===== config.mk =====
export PLATFORM = sky130hd
export DESIGN_NAME = four_digit_scan_ctrl_flat
export DESIGN_NICKNAME = d
export VERILOG_FILES = /design/src/rtl/four_digit_scan_ctrl_pkg.sv /design/src/rtl/four_digit_scan_ctrl_if.sv /design/src/rtl/four_digit_scan_ctrl_seven_segment.sv /design/src/rtl/four_digit_scan_ctrl.sv /design/src/flat_wrapper.sv
export SDC_FILE = /design/constraint.sdc
export NUM_CORES = 1
export LEC_CHECK = 0
export CAP_MARGIN = 25
export CORE_ASPECT_RATIO = 1.5
export CORE_MARGIN = 5
export CORE_UTILIZATION = 40
export CTS_BUF_LIST = sky130_fd_sc_hd__clkbuf_8
export CTS_CLUSTER_SIZE = 16
export DETAILED_ROUTE_END_ITERATION = 12
export PLACE_DENSITY_LB_ADDON = 0.2
export SYNTH_ARGS = -nofsm -noshare
export SYNTH_HDL_FRONTEND = slang
export SYNTH_SLANG_ARGS = --single-unit

===== constraint.sdc =====
create_clock -name clk_i -period 2.9 [get_ports clk_i]
set_input_delay 0.725 -clock clk_i [delete_from_list [all_inputs] [get_ports clk_i]]
set_output_delay 0.725 -clock clk_i [all_outputs]
set_load 0.03 [all_outputs]

===== src/rtl/four_digit_scan_ctrl_pkg.sv =====
// four_digit_scan_ctrl_pkg: shared FSM state type and BCD conversion sizes
package four_digit_scan_ctrl_pkg;
  typedef enum logic {IDLE, CONV} state_e;
  localparam int CONV_BITS = 12;
  localparam int BCD_W = 4;
  localparam int DIGITS = 4;
endpackage


===== src/rtl/four_digit_scan_ctrl_if.sv =====
// four_digit_scan_ctrl_if: value request handshake and display outputs
interface four_digit_scan_ctrl_if;
  import four_digit_scan_ctrl_pkg::*;
  logic valid_i;
  logic [CONV_BITS-1:0] data_i;
  logic ready_o;
  logic neg_o;
  logic [DIGITS*BCD_W-1:0] digits_o;
  logic [DIGITS-1:0] an_o;
  logic [6:0] seg_o;
  modport master (output valid_i, data_i, input ready_o, neg_o, digits_o, an_o, seg_o);
  modport slave (input valid_i, data_i, output ready_o, neg_o, digits_o, an_o, seg_o);
endinterface


===== src/rtl/four_digit_scan_ctrl_seven_segment.sv =====
// seven_segment: hex digit to active-low segment pattern {g,f,e,d,c,b,a}
module seven_segment (
  input  logic [3:0] num,
  output logic [6:0] data_o
);
  localparam logic [6:0] LUT [16] = '{
    7'h40, 7'h79, 7'h24, 7'h30, 7'h19, 7'h12, 7'h02, 7'h78,
    7'h00, 7'h10, 7'h08, 7'h03, 7'h46, 7'h21, 7'h06, 7'h0E
  };
  assign data_o = LUT[num];
endmodule


===== src/rtl/four_digit_scan_ctrl.sv =====
// four_digit_scan_ctrl: signed value to BCD via double dabble, multiplexed 4-digit scan
module four_digit_scan_ctrl
  import four_digit_scan_ctrl_pkg::*;
#(
  parameter int SCAN_DIV = 50000,
  parameter int BLANK_LZ = 1
) (
  input logic clk_i,
  input logic rst_i,
  four_digit_scan_ctrl_if.slave bus
);
  localparam int PW = SCAN_DIV > 1 ? $clog2(SCAN_DIV) : 1;
  localparam int BW = DIGITS * BCD_W;
  state_e state_q, state_d;
  logic [CONV_BITS-1:0] mag_q, mag_d;
  logic [BW-1:0] bcd_q, bcd_d, bcd_adj, bcd_sh, digits_q, digits_d;
  logic [3:0] cnt_q, cnt_d;
  logic sign_q, sign_d, neg_q, neg_d;
  logic [PW-1:0] pre_q, pre_d;
  logic [1:0] idx_q, idx_d;
  logic wrap;
  logic [DIGITS-1:0] blank;
  logic [BCD_W-1:0] nibble;
  logic [6:0] seg;
  always_comb begin
    bcd_adj = bcd_q;
    for (int k = 0; k < DIGITS; k++)
      bcd_adj[k*BCD_W +: BCD_W] = bcd_q[k*BCD_W +: BCD_W] >= 4'd5 ? bcd_q[k*BCD_W +: BCD_W] + 4'd3 : bcd_q[k*BCD_W +: BCD_W];
  end
  assign bcd_sh = {bcd_adj[BW-2:0], mag_q[CONV_BITS-1]};
  always_comb begin
    state_d = state_q;
    mag_d = mag_q;
    bcd_d = bcd_q;
    cnt_d = cnt_q;
    sign_d = sign_q;
    digits_d = digits_q;
    neg_d = neg_q;
    if (state_q == IDLE) begin
      if (bus.valid_i) begin
        state_d = CONV;
        mag_d = bus.data_i[CONV_BITS-1] ? -bus.data_i : bus.data_i;
        bcd_d = '0;
        cnt_d = '0;
        sign_d = bus.data_i[CONV_BITS-1];
      end
    end else begin
      bcd_d = bcd_sh;
      mag_d = {mag_q[CONV_BITS-2:0], 1'b0};
      cnt_d = cnt_q + 4'd1;
      // only the final shift is exposed, so partial BCD never reaches digits_o
      if (cnt_q == 4'(CONV_BITS - 1)) begin
        state_d = IDLE;
        digits_d = bcd_sh;
        neg_d = sign_q;
      end
    end
  end
  assign wrap = pre_q == PW'(SCAN_DIV - 1);
  assign pre_d = wrap ? '0 : pre_q + 1'b1;
  assign idx_d = wrap ? idx_q + 2'd1 : idx_q;
  always_ff @(posedge clk_i) begin
    if (rst_i) begin
      state_q <= IDLE;
      mag_q <= '0;
      bcd_q <= '0;
      cnt_q <= '0;
      sign_q <= 1'b0;
      digits_q <= '0;
      neg_q <= 1'b0;
      pre_q <= '0;
      idx_q <= '0;
    end else begin
      state_q <= state_d;
      mag_q <= mag_d;
      bcd_q <= bcd_d;
      cnt_q <= cnt_d;
      sign_q <= sign_d;
      digits_q <= digits_d;
      neg_q <= neg_d;
      pre_q <= pre_d;
      idx_q <= idx_d;
    end
  end
  assign blank[3] = BLANK_LZ != 0 && digits_q[15:12] == '0;
  assign blank[2] = blank[3] && digits_q[11:8] == '0;
  assign blank[1] = blank[2] && digits_q[7:4] == '0;
  assign blank[0] = 1'b0;
  assign nibble = digits_q[{idx_q, 2'b00} +: BCD_W];
  seven_segment u_seg (.num(nibble), .data_o(seg));
  assign bus.ready_o = state_q == IDLE;
  assign bus.neg_o = neg_q;
  assign bus.digits_o = digits_q;
  assign bus.an_o = blank[idx_q] ? 4'b1111 : ~(4'b0001 << idx_q);
  assign bus.seg_o = seg;
endmodule


===== src/flat_wrapper.sv =====
// flat-port wrapper written by rule: the top's interface ports become plain ports
module four_digit_scan_ctrl_flat import four_digit_scan_ctrl_pkg::*;
#(
  parameter int SCAN_DIV = 50000,
  parameter int BLANK_LZ = 1
)
  (clk_i, rst_i, bus_valid_i, bus_data_i, bus_ready_o, bus_neg_o, bus_digits_o, bus_an_o, bus_seg_o);
  four_digit_scan_ctrl_if bus_i ();
  input logic clk_i;
  input logic rst_i;
  input wire logic [$bits(bus_i.valid_i)-1:0] bus_valid_i;
  input wire logic [$bits(bus_i.data_i)-1:0] bus_data_i;
  output wire logic [$bits(bus_i.ready_o)-1:0] bus_ready_o;
  output wire logic [$bits(bus_i.neg_o)-1:0] bus_neg_o;
  output wire logic [$bits(bus_i.digits_o)-1:0] bus_digits_o;
  output wire logic [$bits(bus_i.an_o)-1:0] bus_an_o;
  output wire logic [$bits(bus_i.seg_o)-1:0] bus_seg_o;
  assign bus_i.valid_i = bus_valid_i;
  assign bus_i.data_i = bus_data_i;
  assign bus_ready_o = bus_i.ready_o;
  assign bus_neg_o = bus_i.neg_o;
  assign bus_digits_o = bus_i.digits_o;
  assign bus_an_o = bus_i.an_o;
  assign bus_seg_o = bus_i.seg_o;
  four_digit_scan_ctrl #(.SCAN_DIV(SCAN_DIV), .BLANK_LZ(BLANK_LZ)) u_core (.clk_i(clk_i), .rst_i(rst_i), .bus(bus_i));
endmodule

; ---- Word-level counts from Yosys, hierarchy flattened
; Memory sizes are Yosys's and may differ from the RTL's.
; Cells that the tools add are included.
; W data, S select, Z words.
[word_totals]
reg_bits = 69
rom_bits = 112
in_bits = 15
n_memories = 1
[mem_list]
columns = memory, depth, width, rd, rd_ports_with_merged_regs, wr, line
row1 = (no name shown), 16, 7, 1, 0, 0, four_digit_scan_ctrl_seven_segment.sv:10  ; assign data_o = LUT[num];
[classes]
n_addsub = 8
n_lt_le_gt_ge = 6
eq_ne = 2
shifts = 2
mux = 19
n_bitwise = 3
reduce_logical = 10
[op_table]
columns = cell, n
row1 = $mux W12, 3
row2 = $mux W16, 2
row3 = $mux W4, 6
row4 = $add A16 B1 Y16 const B, 1
row5 = $eq A16 B16 Y1 const B, 1
row6 = $ge A4 B3 Y1 const B, 4
row7 = $shiftx A16 B5 Y4, 1
row8 = $mux W7, 2
row9 = $add A4 B2 Y4 const B, 3
row10 = $logic_not A4 Y1, 3
row11 = $neg A12 Y12, 1
row12 = $ge A5 B5 Y1 const B, 1
row13 = $not A4 Y5, 1
row14 = $add A4 B1 Y4 const B, 1
row15 = $eq A4 B4 Y1 const B, 1
row16 = $mux W1, 4
row17 = $not A4 Y4, 1
row18 = $reduce_and A2 Y1, 2
row19 = $reduce_or A2 Y1, 2
row20 = $shl A1 B2 Y4 const A, 1
row21 = $add A3 B2 Y3 const B, 1
row22 = $lt A2 B3 Y1 const B, 1
row23 = $mux W3, 1
row24 = $add A2 B1 Y2 const B, 1
row25 = other kinds (4), 5

; ---- Longest topological paths before layout
; Gate-level depths: netlist of the first run.
[depth]
ltp_word = 6
mapped_depth = 8
ltp_nobuf = 7

; ---- By module
; Synthesis of the first run repeated with hierarchy kept, for this count alone.
[hier_totals]
cells_unflattened = 457
area_unflattened_um2 = 3860.0
[by_module_without_submodules]
columns = module, instances, cells_each, area_per_inst_um2, seq_area_each_um2
row1 = four_digit_scan_ctrl, 1, 422, 3612.2, 1381.3
row2 = seven_segment, 1, 35, 247.7, 0.0

; ---- Worst setup path after synthesis of the first run
; No wires, ideal clock.
[synth_timing]
path_kind = reg-to-output
from = reg u_core.idx_q[0]
to = out bus_seg_o[4]
arrival_time_ns = 2.249
path_slack_ns = -0.074
stages_incl_launch_ff = 6
n_path_buf = 1
path_cell_list = dfxtp_1 -> buf_2 -> mux4_2 -> ha_1 -> mux2_2 -> o21ai_0
[synth_between]
elab_chain_cells = 5
[synth_rtl]
columns = item, line
row1 = start: declaration, four_digit_scan_ctrl.sv:20  ; logic [1:0] idx_q, idx_d;
row2 = start signal: assignment, four_digit_scan_ctrl.sv:82  ; idx_q <= idx_d;
row3 = $shiftx A16 B5 Y4, four_digit_scan_ctrl.sv:89  ; assign nibble = digits_q[{idx_q, 2'b00} +: BCD_W];
row4 = $not A4 Y5 (not written as such), four_digit_scan_ctrl_seven_segment.sv:10
row5 = $mem_v2 Z16 W7, --
row6 = $mux W7 (not written as such) (2 in a row), four_digit_scan_ctrl_seven_segment.sv:10
row7 = end: declaration, flat_wrapper.sv:17  ; output wire logic [$bits(bus_i.seg_o)-1:0] bus_seg_o;
; No other way between the ends. The select of a mux whose other input is x is not followed.

; ---- Final worst setup path of the first run
; Same ends and word-level chain as after synthesis.

==> flow_summary.toml, run 1 <==
[status]
status = "completed"

[cts]
clk_pin_slew_ps = 70
cts_tree = "yes"
clock-root-buffer = "clkbuf_8"
cts-buffers-inserted = 9
clockBufferDepth = 2
clkLatencyLatePin_ps = 350
h-tree-depth = 3
cts_sinks = 69
ctsHoldBuffers = 0

[critical_path]
crit_slowest_cell = "mux4_2"
crit_path_frequent_cell = "buf_6"
crit_type = "register to output pin"
worstSetupEndpointType = "output pin"
max_stage_delay_ps = 590
worstPathRequired_ps = 2170
start_kind = "register"
crit_chain = "mux4_2, buf_6, ha_4, mux2_4, o21ai_2, buf_6"
critical_path.max_fanout = 5
cp.arrival_ps = 2170

[global_route]
grt_usage = 0.1610
grt_pass1_wl_mm = 14.75
grt_pass1_vias = 3278
gr-total-overflow = 0
antenna_found_initial = 0
grt_max_degree = 61

[placed_design]
postPlaceCellArea_um2 = 4378
portBuffers = 43
dp_hpwl_mm = 6.355
place_congestion = 0.8079

[sta]
drv_slew = 0
period_share = 0.9985
finalSetupViolCount = 0
fmax_mhz = 345.3
skew_ps = 12.87
hold-worst-slack_ps = 456.1
worst-slew-pin-transition_ps = 609.3
tns_ps = 0
slew_headroom = 0.5923
fin_crit_ps = 2896
rsz0062_at_grt = "yes"
final_hold_viol_count = 0

[die]
start_util = 0.4079
dieArea_um2 = 11520
die_w_um = 89.32
die_y_um = 129.0
num_rows = 43
ios = 44
coreArea_um2 = 9254

[min_path]
hold_class = "register to register"

[synthesis]
synth_cell_types = 49
syn_avg_cell_area_um2 = 8.153
syn_area_um2 = 3775
synth_seq_area_share = 0.3659
synth-main-ff-cell = "dfxtp_1"
synthCells = 463
synth.yosys.warnings = 0
async_reset_ff_frac = 0
synth_nets = 499
ys_ff_latch = 69
synth-edff-count = 0

[finish]
seqCellArea_um2 = 1386
fillers = 914
drive_above_1_share = 0.1506
fin_util = 0.5161
area_delta_synth_final_pct = 26.52
antenna_cells = 0
final_area_um2 = 4776
multi_input_area_um2 = 2280
nets = 549

[detailed_routing]
ant_nets = 0
firstDrtPassIters = 4
drt-initial-drc-count = 158
vias = 3301
post_drt_wl_per_cell_um = 13.63
vias_per_cell = 5.240
drc = 0
wirelength_mm = 8.586

[pwr]
finalPower_mw = 2.114
leakagePower_nw = 1.745
power_density_nw_per_um2 = 442.7
vdd_ir_drop_max_mv = 0.3249

[flow_run]
max-cap-violations = 0
## worst max-delay path: cells and delay by family (launching register included)
family,cells,cell delay (ps)
flip-flops,1,380
AO/OA/AOI/OAI,1,160
buffers and inverters,2,310
adder cells (fa/ha/maj),1,140
multiplexers,2,840
## cells in the mapped netlist, drive strengths merged (3+ instances only)
library cell	count	area, µm²
nand3	10	50.05
mux4	4	90.09
xnor2	18	157.7
a21oi	42	210.2
nand2	48	180.2
nor2	68	255.2
clkbuf	27	101.4
buf	3	13.76
mux2i	9	90.09
nand4	5	31.28
dfxtp	69	1381
or3	3	18.77
a311oi	4	35.03
nor2b	4	25.02
inv	19	71.32
a221oi	5	50.04
nor3b	12	90.09
nor3	19	95.09
o21ai	15	75.07
xor2	9	78.83
nand2b	8	50.05
o41ai	3	60.06
or4	3	22.52
nor4	4	25.02
a211oi	5	37.54
ha	21	262.8
## cell families after synthesis
logic type | share of synthesized area
multiplexers | 0.05370
flip-flops | 0.3659
buffers and inverters | 0.04939
XOR/XNOR | 0.06265
AND/OR/NAND/NOR | 0.2453
adder cells (fa/ha/maj) | 0.06961
AO/OA/AOI/OAI | 0.1535
## worst paths after layout
check	end	start	cells after the start	slack [ps]
setup reg to reg	u_core.pre_q[5]	u_core.pre_q[0]	5	1100
hold / removal	u_core.mag_q[6]	u_core.mag_q[5]	2	460
setup / recovery	bus_seg_o[4]	u_core.idx_q[0]	6	4
hold reg to reg	u_core.mag_q[6]	u_core.mag_q[5]	2	460
## where the power goes
| part | total, mW | switching, mW | leakage (nW) | internal [mW] |
|---|---|---|---|---|
| clock | 0.987 | 0.368 | 0.126 | 0.619 |
| combinational | 0.150 | 0.0862 | 1.06 | 0.0633 |
| sequential | 0.978 | 0.0126 | 0.560 | 0.965 |
| total | 2.11 | 0.467 | 1.75 | 1.65 |
## metrics by stage
| stage | worst slack, ps | std cells |
|---|---|---|
| 6_report | 4.296 | 630 |
| 5_1_grt | -74.77 | 630 |
| 4_1_cts | -12.46 | 627 |
| 3_5_place_dp | -50.15 | 609 |
| 3_3_place_gp | 7.844 | 609 |
| 2_1_floorplan | 62.25 | 463 |
## placed cells by master (no fill, tap or decap), types with 5 or more instances in the layout
master           netlist  routed
nand3_1               10      10
xor2_1                 9       9
o21ai_0               15      13
nor3_1                19      19
clkdlybuf4s50_1        0      32
ha_1                  21      17
a211oi_1               5       5
nand2_1               48      47
a21oi_1               42      41
buf_6                  0      11
dfxtp_1               69      67
inv_1                 19      17
xnor2_1               18      18
nor2_1                68      66
nand2b_1               8       8
nand4_1                5       5
mux2i_1                9       9
nor3b_1               12      12
buf_4                  0      20
clkbuf_8               0      11
## layout make-up
type / count / area share
clock inverters: 5 / 0.02227
well taps: 112 / 0.02934
multi-input cells: 345 / 0.4773
clock buffers: 11 / 0.03170
flip-flops and latches: 69 / 0.2903
inverters: 19 / 0.01598
repair buffers: 69 / 0.1331
## flip-flops by register name (all words and copies together), names as in the netlist
name,flops
u_core.state_q,1
u_core.idx_q,2
u_core.cnt_q,4
u_core.bus.digits_o,16
u_core.sign_q,1
u_core.bcd_q,16
u_core.pre_q,16
u_core.mag_q,12
u_core.bus.neg_o,1
## timing repair
action                                  in CTS  in global routing
hold endpoints to repair                     0                  0
resized for setup                           24                 22
pin swaps                                    1                  7
buffers inserted                             2                  3
endpoints found under the setup margin      10                  7
## layer usage
| metal | track usage | vias to the layer above | wire length (µm) |
|---|---|---|---|
| met5 | 0 | - | 0 |
| met4 | 0.07625 | 0 | 150 |
| met3 | 0.03011 | 10 | 386 |
| met2 | 0.2922 | 63 | 4517 |
| met1 | 0.1746 | 1532 | 3531 |
| li1 | - | 1696 | - |
Power figures use the tool's default switching activity.
==> run 2, diff against run 1 <==
--- a/config.mk
+++ b/config.mk
@@ -12,6 +12,7 @@
 export CTS_BUF_LIST = sky130_fd_sc_hd__clkbuf_8
 export CTS_CLUSTER_SIZE = 16
 export DETAILED_ROUTE_END_ITERATION = 12
+export MAX_ROUTING_LAYER = met4
 export PLACE_DENSITY_LB_ADDON = 0.2
 export SYNTH_ARGS = -nofsm -noshare
 export SYNTH_HDL_FRONTEND = slang
==> flow_summary.toml, run 2 (synthesis gave the netlist of run 1 again) <==
[placed_design]
place_congestion = 0.8198
dp_slack_ps = -50.15
dp_hpwl_mm = 6.355
portBuffers = 43
postPlaceCellArea_um2 = 4378

[critical_path]
worstSetupEndpointType = "output pin"
worstReg2RegEnd = "u_core.bus.digits_o[8]"
crit_type = "register to output pin"
critical_path.max_fanout = 5
worstPathRequired_ps = 2170
r2r_setup_slack_ps = 1110
cp.arrival_ps = 2170
rr_startpoint = "u_core.state_q"
start_kind = "register"
ff2ff_path_depth = 4

[global_route]
grt_pass1_wl_mm = 14.77
gr-total-overflow = 0
grt_pass1_vias = 3270
grt_usage = 0.1664
grt_max_degree = 61
antenna_found_initial = 0

[cts]
cts_tree = "yes"
cts-buffers-inserted = 9
clock-root-buffer = "clkbuf_8"
h-tree-depth = 3
clk_pin_slew_ps = 70
clkLatencyLatePin_ps = 350
cts_sinks = 69
clockBufferDepth = 2

[finish]
fillers = 914
drive_above_1_share = 0.1506
nets = 549
final_common_cell = "dfxtp_1"
fin_util = 0.5161
antenna_cells = 0
area_delta_synth_final_pct = 26.52
final_area_um2 = 4776
layout_common_cells = "dfxtp_1, nor2_1, nand2_1"

[pwr]
p_int_mw = 1.648
netSwitchingFraction = 0.2209
seq_power_share = 0.462
power_density_nw_per_um2 = 442.8
vdd_ir_drop_max_mv = 0.3249
p_comb_frac = 0.071
switchingPower_mw = 0.4671
clkPwrFrac = 0.467
leakagePower_nw = 1.745

[die]
num_rows = 43
dieArea_um2 = 11520
coreArea_um2 = 9254
start_util = 0.4079
ios = 44
die_w_um = 89.32
die_y_um = 129.0

[min_path]
min_path_cells = 2
hold_class = "register to register"
worstHoldStart = "u_core.mag_q[5]"
holdPathEnd = "u_core.mag_q[6]"

[sta]
skew_ps = 12.35
setup_ws_ps = 3.788
worst-slew-pin-transition_ps = 589.1
finalSetupViolCount = 0
drv_slew = 0
final_hold_viol_count = 0
period_share = 0.9987
slew_headroom = 0.6058
fin_crit_ps = 2896
rsz0062_at_grt = "yes"
fmax_mhz = 345.3

[detailed_routing]
firstDrtPassIters = 4
drc = 0
post_drt_wl_per_cell_um = 13.61
drt-initial-drc-count = 144
vias_per_cell = 5.225
wirelength_mm = 8.577
vias = 3292
ant_nets = 0

[flow_run]
max-cap-violations = 0

[status]
status = "completed"
==> run 2: cell counts in the layout (fill, tap and decap cells not counted) <==
Identical to the previous run, type by type.
==> run 2: per-stage QoR <==
| stage | power (mW) | TNS, ps | hold WS, ps | instances |
|---|---|---|---|---|
| detailed placement | 1.153 | -50.15 | 453.2 | 609 |
| CTS | 2.147 | -12.46 | 462.3 | 627 |
| global route | 2.209 | -220.4 | 492.6 | 630 |
| finish | 2.115 | 0 | 455.7 | 630 |
| global placement | 1.149 | 0 | 447.1 | 609 |
| floorplan | 1.101 | 0 | 431.3 | 463 |
==> run 2: critical path, cell delays in order, from the launching register on <==
cell,delay (ps)
dfxtp_4,380
mux4_2,590
buf_6,160
ha_4,140
mux2_4,250
o21ai_2,160
buf_6,150
==> run 2: timing repair <==
action | CTS | global route
resized for setup | 24 | 22
pin swaps | 1 | 7
endpoints found under the setup margin | 10 | 7
buffers inserted | 2 | 3
hold buffers | 0 | 0
==> run 2: per-layer routing <==
metal | vias to the layer above | global-route usage | wire, µm
li1 | 1698 | - | -
met1 | 1525 | 0.1758 | 3528
met2 | 56 | 0.2918 | 4492
met3 | 13 | 0.03203 | 375
met4 | 0 | 0.07625 | 181
met5 | - | - | 0
==> run 2: power groups by stage <==
stage,sequential (mW),clock (mW),combinational [mW]
after floorplan,0.997,0,0.104
after CTS,0.978,1.02,0.152
after global routing,0.981,1.06,0.169
after global placement,1.00,0,0.149
after detailed placement,1.00,0,0.152
final,0.978,0.988,0.149
==> run 2: worst max-delay path by stage <==
stage | startpoint | to | slack [ps] | depth (start not counted)
global route | u_core.idx_q[0] | bus_seg_o[4] | -80 | 6
detailed placement | u_core.idx_q[0] | bus_seg_o[1] | -50 | 5
finish | u_core.idx_q[0] | bus_seg_o[4] | 4 | 6
global placement | u_core.idx_q[0] | bus_seg_o[1] | 8 | 5
floorplan | u_core.idx_q[0] | bus_seg_o[6] | 60 | 5
CTS | u_core.idx_q[0] | bus_seg_o[0] | -10 | 7
==> run 2: cell type report <==
class / count / area, µm² / area share
inverter: 19 / 76.32 / 0.01598
clock buffer: 11 / 151.4 / 0.03170
clock inverter: 5 / 106.4 / 0.02227
multi-input combinational: 345 / 2280 / 0.4773
sequential: 69 / 1386 / 0.2903
timing repair buffer: 69 / 635.6 / 0.1331
tap: 112 / 140.1 / 0.02934
==> run 3, diff against run 2 <==
--- a/config.mk
+++ b/config.mk
@@ -12,7 +12,6 @@
 export CTS_BUF_LIST = sky130_fd_sc_hd__clkbuf_8
 export CTS_CLUSTER_SIZE = 16
 export DETAILED_ROUTE_END_ITERATION = 12
-export MAX_ROUTING_LAYER = met4
 export PLACE_DENSITY_LB_ADDON = 0.2
 export SYNTH_ARGS = -nofsm -noshare
 export SYNTH_HDL_FRONTEND = slang
==> results of run 3 <==
Same layout as run 1: the final DEF is identical, and so are final timing and power.
